===== config.mk =====
export PLATFORM = sky130hd
export DESIGN_NAME = uart_rx_flat
export DESIGN_NICKNAME = d
export VERILOG_FILES = /design/src/rtl/uart_pkg.sv /design/src/rtl/uart_rx_if.sv /design/src/rtl/uart_bit_timer.sv /design/src/rtl/uart_rx.sv /design/src/flat_wrapper.sv
export SDC_FILE = /design/constraint.sdc
export NUM_CORES = 1
export LEC_CHECK = 0
export ABC_AREA = 1
export BUFFER_PORTS_ARGS = -buffer_cell sky130_fd_sc_hd__buf_2
export CAP_MARGIN = 20
export CORE_ASPECT_RATIO = 0.7
export CORE_MARGIN = 2
export CORE_UTILIZATION = 38
export CTS_CLUSTER_SIZE = 14
export DETAILED_ROUTE_END_ITERATION = 10
export SYNTH_ARGS = -nofsm -noshare
export SYNTH_HDL_FRONTEND = slang
export SYNTH_SLANG_ARGS = --single-unit

===== constraint.sdc =====
create_clock -name clk -period 2.55 [get_ports clk]
set_input_delay 0 -clock clk [delete_from_list [all_inputs] [get_ports clk]]
set_output_delay 0 -clock clk [all_outputs]
set_load 0.02 [all_outputs]

===== src/rtl/uart_pkg.sv =====
// Shared UART definitions: receive FSM state type, default timing constants
// and the parity helper used by both the receive and transmit sides.
package uart_pkg;

  localparam int CLKS_PER_BIT_DEFAULT = 10416;
  localparam int DATA_BITS_DEFAULT    = 8;

  typedef enum logic [2:0] {
    IDLE   = 3'd0,
    START  = 3'd1,
    DATA   = 3'd2,
    PARITY = 3'd3,
    STOP   = 3'd4
  } rx_state_t;

  // Data is zero-extended by the caller, so the extra bits do not disturb the XOR.
  function automatic logic parity_mismatch(input logic [63:0] data, input logic parity_bit);
    return (^data) ^ parity_bit;
  endfunction

endpackage


===== src/rtl/uart_rx_if.sv =====
// Serial-line and received-frame bundle between a UART receiver (slave)
// and whatever drives the line and consumes the frames (master).
interface uart_rx_if #(
  parameter int DATA_BITS = 8
);

  logic                 rx_in;
  logic                 parity_enable;
  logic [DATA_BITS-1:0] rx_data;
  logic                 rx_valid;
  logic                 parity_err;
  logic                 frame_err;

  modport master (
    output rx_in,
    output parity_enable,
    input  rx_data,
    input  rx_valid,
    input  parity_err,
    input  frame_err
  );

  modport slave (
    input  rx_in,
    input  parity_enable,
    output rx_data,
    output rx_valid,
    output parity_err,
    output frame_err
  );

endinterface


===== src/rtl/uart_bit_timer.sv =====
// Loadable down-counter for bit timing: expires load_value+1 cycles after a
// load strobe, stops at zero and never wraps.
module uart_bit_timer #(
  parameter int WIDTH = 4
) (
  input  logic             clk,
  input  logic             reset_n,
  input  logic             load,
  input  logic [WIDTH-1:0] load_value,
  output logic             expire
);

  localparam logic [WIDTH-1:0] ZERO = {WIDTH{1'b0}};
  localparam logic [WIDTH-1:0] ONE  = WIDTH'(1);

  logic [WIDTH-1:0] count_r;
  logic             armed_r;

  // Expiry is a single-cycle event: the armed flag drops once zero is reached.
  assign expire = armed_r & (count_r == ZERO);

  // Counter and armed flag; a load wins over an expiry in the same cycle.
  always_ff @(posedge clk) begin
    if (reset_n) begin
      count_r <= ZERO;
      armed_r <= 1'b0;
    end else if (load) begin
      count_r <= load_value;
      armed_r <= 1'b1;
    end else begin
      if (count_r != ZERO) begin
        count_r <= count_r - ONE;
      end
      if (expire) begin
        armed_r <= 1'b0;
      end
    end
  end

endmodule


===== src/rtl/uart_rx.sv =====
// UART receiver: two-flop line synchronizer, mid-bit sampling FSM, optional
// even parity and stop-bit check, one-cycle rx_valid per received frame.
module uart_rx
  import uart_pkg::*;
#(
  parameter int CLKS_PER_BIT = CLKS_PER_BIT_DEFAULT,
  parameter int DATA_BITS    = DATA_BITS_DEFAULT
) (
  input  logic     clk,
  input  logic     reset_n,
  uart_rx_if.slave bus
);

  localparam int TW = $clog2(CLKS_PER_BIT);
  localparam int CW = $clog2(DATA_BITS + 1);

  localparam logic [TW-1:0] HALF_LOAD = TW'(CLKS_PER_BIT / 2 - 1);
  localparam logic [TW-1:0] FULL_LOAD = TW'(CLKS_PER_BIT - 1);
  localparam logic [CW-1:0] LAST_BIT  = CW'(DATA_BITS - 1);
  localparam logic [CW-1:0] CNT_ONE   = CW'(1);

  logic                 sync1_r;
  logic                 rx_s;
  rx_state_t            state_r;
  rx_state_t            state_next_s;

  logic                 timer_load_s;
  logic [TW-1:0]        timer_value_s;
  logic                 timer_expire_s;

  logic                 start_cond_s;
  logic                 arm_s;
  logic                 shift_en_s;
  logic                 par_sample_s;
  logic                 frame_done_s;

  logic [CW-1:0]        bit_cnt_r;
  logic [DATA_BITS-1:0] shift_r;
  logic                 par_en_r;
  logic                 par_err_pend_r;
  logic                 wait_high_r;
  logic [DATA_BITS-1:0] rx_data_r;
  logic                 rx_valid_r;
  logic                 parity_err_r;
  logic                 frame_err_r;

  uart_bit_timer #(
    .WIDTH (TW)
  ) u_bit_timer (
    .clk        (clk),
    .reset_n    (reset_n),
    .load       (timer_load_s),
    .load_value (timer_value_s),
    .expire     (timer_expire_s)
  );

  // After a frame error the line must be seen high once before a new start is accepted.
  assign start_cond_s = ~wait_high_r & ~rx_s;

  // Two-flop synchronizer for the asynchronous line, idling high.
  always_ff @(posedge clk) begin
    if (reset_n) begin
      sync1_r <= 1'b1;
      rx_s    <= 1'b1;
    end else begin
      sync1_r <= bus.rx_in;
      rx_s    <= sync1_r;
    end
  end

  // FSM state register.
  always_ff @(posedge clk) begin
    if (reset_n) begin
      state_r <= IDLE;
    end else begin
      state_r <= state_next_s;
    end
  end

  // FSM next-state logic.
  always_comb begin
    state_next_s = state_r;
    case (state_r)
      IDLE: begin
        if (start_cond_s) begin
          state_next_s = START;
        end else begin
          state_next_s = IDLE;
        end
      end
      START: begin
        if (timer_expire_s) begin
          if (rx_s) begin
            state_next_s = IDLE;
          end else begin
            state_next_s = DATA;
          end
        end else begin
          state_next_s = START;
        end
      end
      DATA: begin
        if (timer_expire_s && (bit_cnt_r == LAST_BIT)) begin
          if (par_en_r) begin
            state_next_s = PARITY;
          end else begin
            state_next_s = STOP;
          end
        end else begin
          state_next_s = DATA;
        end
      end
      PARITY: begin
        if (timer_expire_s) begin
          state_next_s = STOP;
        end else begin
          state_next_s = PARITY;
        end
      end
      STOP: begin
        if (timer_expire_s) begin
          state_next_s = IDLE;
        end else begin
          state_next_s = STOP;
        end
      end
      default: begin
        state_next_s = IDLE;
      end
    endcase
  end

  // FSM outputs: timer control and datapath strobes.
  always_comb begin
    arm_s         = 1'b0;
    shift_en_s    = 1'b0;
    par_sample_s  = 1'b0;
    frame_done_s  = 1'b0;
    timer_load_s  = 1'b0;
    timer_value_s = FULL_LOAD;
    case (state_r)
      IDLE: begin
        arm_s         = start_cond_s;
        timer_load_s  = start_cond_s;
        timer_value_s = HALF_LOAD;
      end
      START: begin
        timer_load_s = timer_expire_s & ~rx_s;
      end
      DATA: begin
        shift_en_s   = timer_expire_s;
        timer_load_s = timer_expire_s;
      end
      PARITY: begin
        par_sample_s = timer_expire_s;
        timer_load_s = timer_expire_s;
      end
      STOP: begin
        frame_done_s = timer_expire_s;
      end
      default: begin
        arm_s = 1'b0;
      end
    endcase
  end

  // Receive datapath: shift register, bit count, parity and reported results.
  always_ff @(posedge clk) begin
    if (reset_n) begin
      bit_cnt_r      <= {CW{1'b0}};
      shift_r        <= {DATA_BITS{1'b0}};
      par_en_r       <= 1'b0;
      par_err_pend_r <= 1'b0;
      wait_high_r    <= 1'b0;
      rx_data_r      <= {DATA_BITS{1'b0}};
      rx_valid_r     <= 1'b0;
      parity_err_r   <= 1'b0;
      frame_err_r    <= 1'b0;
    end else begin
      if (arm_s) begin
        par_en_r       <= bus.parity_enable;
        par_err_pend_r <= 1'b0;
        bit_cnt_r      <= {CW{1'b0}};
      end
      if (shift_en_s) begin
        shift_r   <= {rx_s, shift_r[DATA_BITS-1:1]};
        bit_cnt_r <= bit_cnt_r + CNT_ONE;
      end
      if (par_sample_s) begin
        par_err_pend_r <= parity_mismatch(64'(shift_r), rx_s);
      end
      rx_valid_r <= frame_done_s;
      if (frame_done_s) begin
        rx_data_r    <= shift_r;
        parity_err_r <= par_err_pend_r & par_en_r;
        frame_err_r  <= ~rx_s;
      end
      if (frame_done_s && !rx_s) begin
        wait_high_r <= 1'b1;
      end else if (rx_s) begin
        wait_high_r <= 1'b0;
      end
    end
  end

  assign bus.rx_data    = rx_data_r;
  assign bus.rx_valid   = rx_valid_r;
  assign bus.parity_err = parity_err_r;
  assign bus.frame_err  = frame_err_r;

endmodule


===== src/flat_wrapper.sv =====
// flat-port wrapper written by rule: the top's interface ports become plain ports
module uart_rx_flat import uart_pkg::*;
#(
  parameter int CLKS_PER_BIT = CLKS_PER_BIT_DEFAULT,
  parameter int DATA_BITS    = DATA_BITS_DEFAULT
)
  (clk, reset_n, bus_rx_in, bus_parity_enable, bus_rx_data, bus_rx_valid, bus_parity_err, bus_frame_err);
  uart_rx_if #(.DATA_BITS(DATA_BITS)) bus_i ();
  input  logic clk;
  input  logic reset_n;
  input wire logic [$bits(bus_i.rx_in)-1:0] bus_rx_in;
  input wire logic [$bits(bus_i.parity_enable)-1:0] bus_parity_enable;
  output wire logic [$bits(bus_i.rx_data)-1:0] bus_rx_data;
  output wire logic [$bits(bus_i.rx_valid)-1:0] bus_rx_valid;
  output wire logic [$bits(bus_i.parity_err)-1:0] bus_parity_err;
  output wire logic [$bits(bus_i.frame_err)-1:0] bus_frame_err;
  assign bus_i.rx_in = bus_rx_in;
  assign bus_i.parity_enable = bus_parity_enable;
  assign bus_rx_data = bus_i.rx_data;
  assign bus_rx_valid = bus_i.rx_valid;
  assign bus_parity_err = bus_i.parity_err;
  assign bus_frame_err = bus_i.frame_err;
  uart_rx #(.CLKS_PER_BIT(CLKS_PER_BIT), .DATA_BITS(DATA_BITS)) u_core (.clk(clk), .reset_n(reset_n), .bus(bus_i));
endmodule

==> flow_metrics.tcl <==
set metrics [dict create \
    clockPowerShare_pct 22.1 \
    power_switching_mw 0.978 \
    finalCritPeriodShare_pct 69.7 \
    syn_avg_cell_area_um2 7.18 \
    power.density_nw_per_um2 926 \
    cts_root_buf "clkbuf_8" \
    ctsResizeCount 0 \
    synthesis.nets 335 \
    slowest_stage "dfxtp_1" \
    port_buffers 14 \
    min_path_cells 2 \
    outcome "finished, final reports clean" \
    ys_ff_latch 46 \
    drc 0 \
    routed_wl_mm 5.09 \
    dieHeight_um 69.9 \
    antenna_found_initial 0 \
    yosys_warnings 0 \
    synth_area_leaders "dfxtp_1 (39%), nand2_1 (11%), inv_1 (5.9%)" \
    seqPwrFrac_pct 37.4 \
    yosysMostFrequentCell "nand2_1" \
    start_util_pct 40.3 \
    dieArea_um2 6860 \
    cp_num_buf_inv 1 \
    required_ns 2.78 \
    fmax_mhz 563 \
    rrSetupSlack_ns 0.77 \
    peakVddDrop_uv 346 \
    power_leakage_nw 1.16 \
    synthCells 328 \
    first_pass_iters 4 \
    maxSlewViolCount 0 \
    crit_arrival_ns 2.01 \
    vias 2025 \
    num-fill-cells 608 \
    yosysTopAreaCellShare_pct 39.1 \
    vias_per_cell 4.81 \
    critPathTopFamily "simple AND/OR/NAND/NOR gates" \
    p_int_mw 1.45 \
    r2r-end "u_core.shift_r[2]" \
    synth-main-ff-cell "dfxtp_1" \
    synthDistinctLibCells 26 \
    start_kind "register" \
    synth_area_um2 2360 \
    grt_overflow_total 0 \
    yosysSeqAreaShare_pct 39.1 \
    rsz0062_at_grt "false" \
    ios 15 \
    fin_skew_ns 0.00608 \
    cts_htree_levels 2 \
    area_growth_pct 11.0 \
    swShare_pct 40.4 \
    cts_buffers 5 \
    hold_violations 0 \
    finalSetupViolCount 0 \
    tns_ns 0 \
    reg2reg_depth 8 \
    min_period_ns 1.78 \
    hold_path.class "input pin to register" \
    synthTopCellsByCount "nand2_1 (66), dfxtp_1 (46), inv_1 (37), nor2_1 (37), a21oi_1 (27)" \
    endpoint_kind "register" \
    ant_nets 0 \
    synth_edf_count 0 \
    crit_path_max_incr_delay_ns 0.34 \
    pwr-share-comb_pct 40.4 \
    rows 23 \
    grt_pass1_vias 1801 \
    cts_buffer_depth 2 \
    max_slew.worst_pin.slew_ns 0.837 \
    diodes 0 \
    drive_gt1_share_pct 15.6 \
    cts_tree "built" \
    worstPathMaxFanout 17 \
    grt_max_degree 32 \
    wl_per_cell_um 12.1 \
    holdPathEnd "u_core.u_bit_timer.count_r[5]" \
    crit_chain "inv_1 -> ha_1 -> nand3_1 -> nor2_4 -> nand3_4 -> nor2_8 -> o21ai_0 -> a21oi_1" \
    grt_pass1_wl_mm 8.70 \
    coreArea_um2 5840 \
    async_reset_ff_share_pct 0 \
    clk_latency_ns 0.29 \
    cp-startpoint "u_core.u_bit_timer.count_r[0]" \
    fp.dieW_um 98.1 \
    r2r_start "u_core.u_bit_timer.count_r[0]" \
    maxSlewHeadroom_pct 44.1 \
    hold_ws_ns 0.0659 \
    clkSinkCount 46 \
    post-cts-setup-buffers 0 \
    path_clk_slew_ns 0.09 \
    fin_nets 352 \
    grtUsageTotal_pct 15.8 \
    hpwl_mm 3.72 \
    maxCapViolCount 0 \
    synth_area_leader_cell "dfxtp_1" \
    min_from "reset_n" \
    criticalPathCategory "register to register" \
    gp_congestion 0.925 \
    drt-initial-drc-count 222 \
]
## through the flow
step / power, mW / util [%] / cell area (um2) / worst slack, ns / std cells
2_1_floorplan: 1.69 / - / 2360 / 1.03 / 328
3_3_place_gp: 1.89 / 42.6 / 2490 / 0.840 / 411
3_5_place_dp: 1.88 / 42.6 / 2490 / 0.788 / 411
4_1_cts: 2.43 / 44.8 / 2620 / 0.768 / 421
5_1_grt: 2.62 / 44.8 / 2620 / 0.588 / 421
6_report: 2.42 / 44.8 / 2620 / 0.773 / 421
## power by group through the flow
stage	clock, mW	combinational [mW]	sequential (mW)
CTS	0.556	0.968	0.903
global placement	0	0.970	0.921
floorplan	0	0.802	0.893
finish	0.537	0.980	0.907
detailed placement	0	0.962	0.917
global route	0.588	1.11	0.916
## flip-flops by register name (all words and copies together) (netlist names)
| register | count |
|---|---|
| u_core.bit_cnt_r | 4 |
| u_core.bus.frame_err | 1 |
| u_core.bus.parity_err | 1 |
| u_core.bus.rx_data | 8 |
| u_core.bus.rx_valid | 1 |
| u_core.par_en_r | 1 |
| u_core.par_err_pend_r | 1 |
| u_core.rx_s | 1 |
| u_core.shift_r | 8 |
| u_core.state_r | 3 |
| u_core.sync1_r | 1 |
| u_core.u_bit_timer.armed_r | 1 |
| u_core.u_bit_timer.count_r | 14 |
| u_core.wait_high_r | 1 |
## how the worst max path moves through the flow
stage                      endpoint  cells past startpoint
6_report          u_core.shift_r[2]                      8
5_1_grt         u_core.bit_cnt_r[0]                      8
4_1_cts         u_core.bit_cnt_r[0]                      8
3_5_place_dp    u_core.bit_cnt_r[0]                      8
3_3_place_gp   u_core.bus.frame_err                      9
2_1_floorplan   u_core.bit_cnt_r[3]                      9
## cells in the final DEF, fill, tap and decap left out, drive strengths merged
cell | synthesis | routed
or2 | 2 | 2
clkbuf | 5 | 5
nand4 | 5 | 5
dfxtp | 46 | 46
nand2 | 72 | 72
o21ai | 28 | 28
buf | 2 | 15
nand3 | 22 | 22
nor3 | 1 | 1
ha | 3 | 3
xnor2 | 4 | 4
dlygate4sd3 | 0 | 2
bufinv | 0 | 1
a21oi | 31 | 31
inv | 43 | 43
xor2 | 10 | 10
clkinv | 0 | 2
a31oi | 3 | 3
nand3b | 2 | 2
o211ai | 1 | 1
nor2 | 48 | 48
## logic make-up after synthesis
logic type	count (synthesis)	synth area share (%)
AOI/OAI and AO/OA	63	14.3
xor gates and xnor gates	14	5.20
adders and majority gates	3	1.59
buffers and inverters	50	8.60
DFF	46	39.1
and+or+nand+nor	152	31.2
## final cells by class
class                           instances  area (um2)  share of cell area [%]
Tap cell                               75        93.8                    3.59
Timing Repair Buffer                   17        97.6                    3.73
Clock inverter                          3        40.0                    1.53
Clock buffer                            5        68.8                    2.63
Multi-Input combinational cell        232        1230                    47.1
Inverter                               43         161                    6.17
Sequential cell                        46         921                    35.2
## worst reg2reg max path: stages, from the launching register on
cell and delay (ns):
dfxtp_1 0.34, inv_1 0.12, ha_1 0.23, nand3_1 0.16
nor2_4 0.17, nand3_4 0.15, nor2_8 0.26, o21ai_0 0.13
a21oi_1 0.17
## per-layer routing
metal | share of wire (%) | vias to the layer above | GRT usage (%)
met2 | 37 | 51 | 19.3
met1 | 57 | 889 | 26.1
met4 | 0.77 | 0 | 5.71
met3 | 5.5 | 2 | 3.10
li1 | - | 1083 | -
met5 | 0 | - | 0
## what timing repair did
| action | 4_1_cts | 5_1_grt |
|---|---|---|
| hold buffers | 2 | 0 |
| endpoints found under the hold margin | 2 | 0 |
| endpoints found under the setup margin | 0 | 0 |
Power figures use the tool's default switching activity.
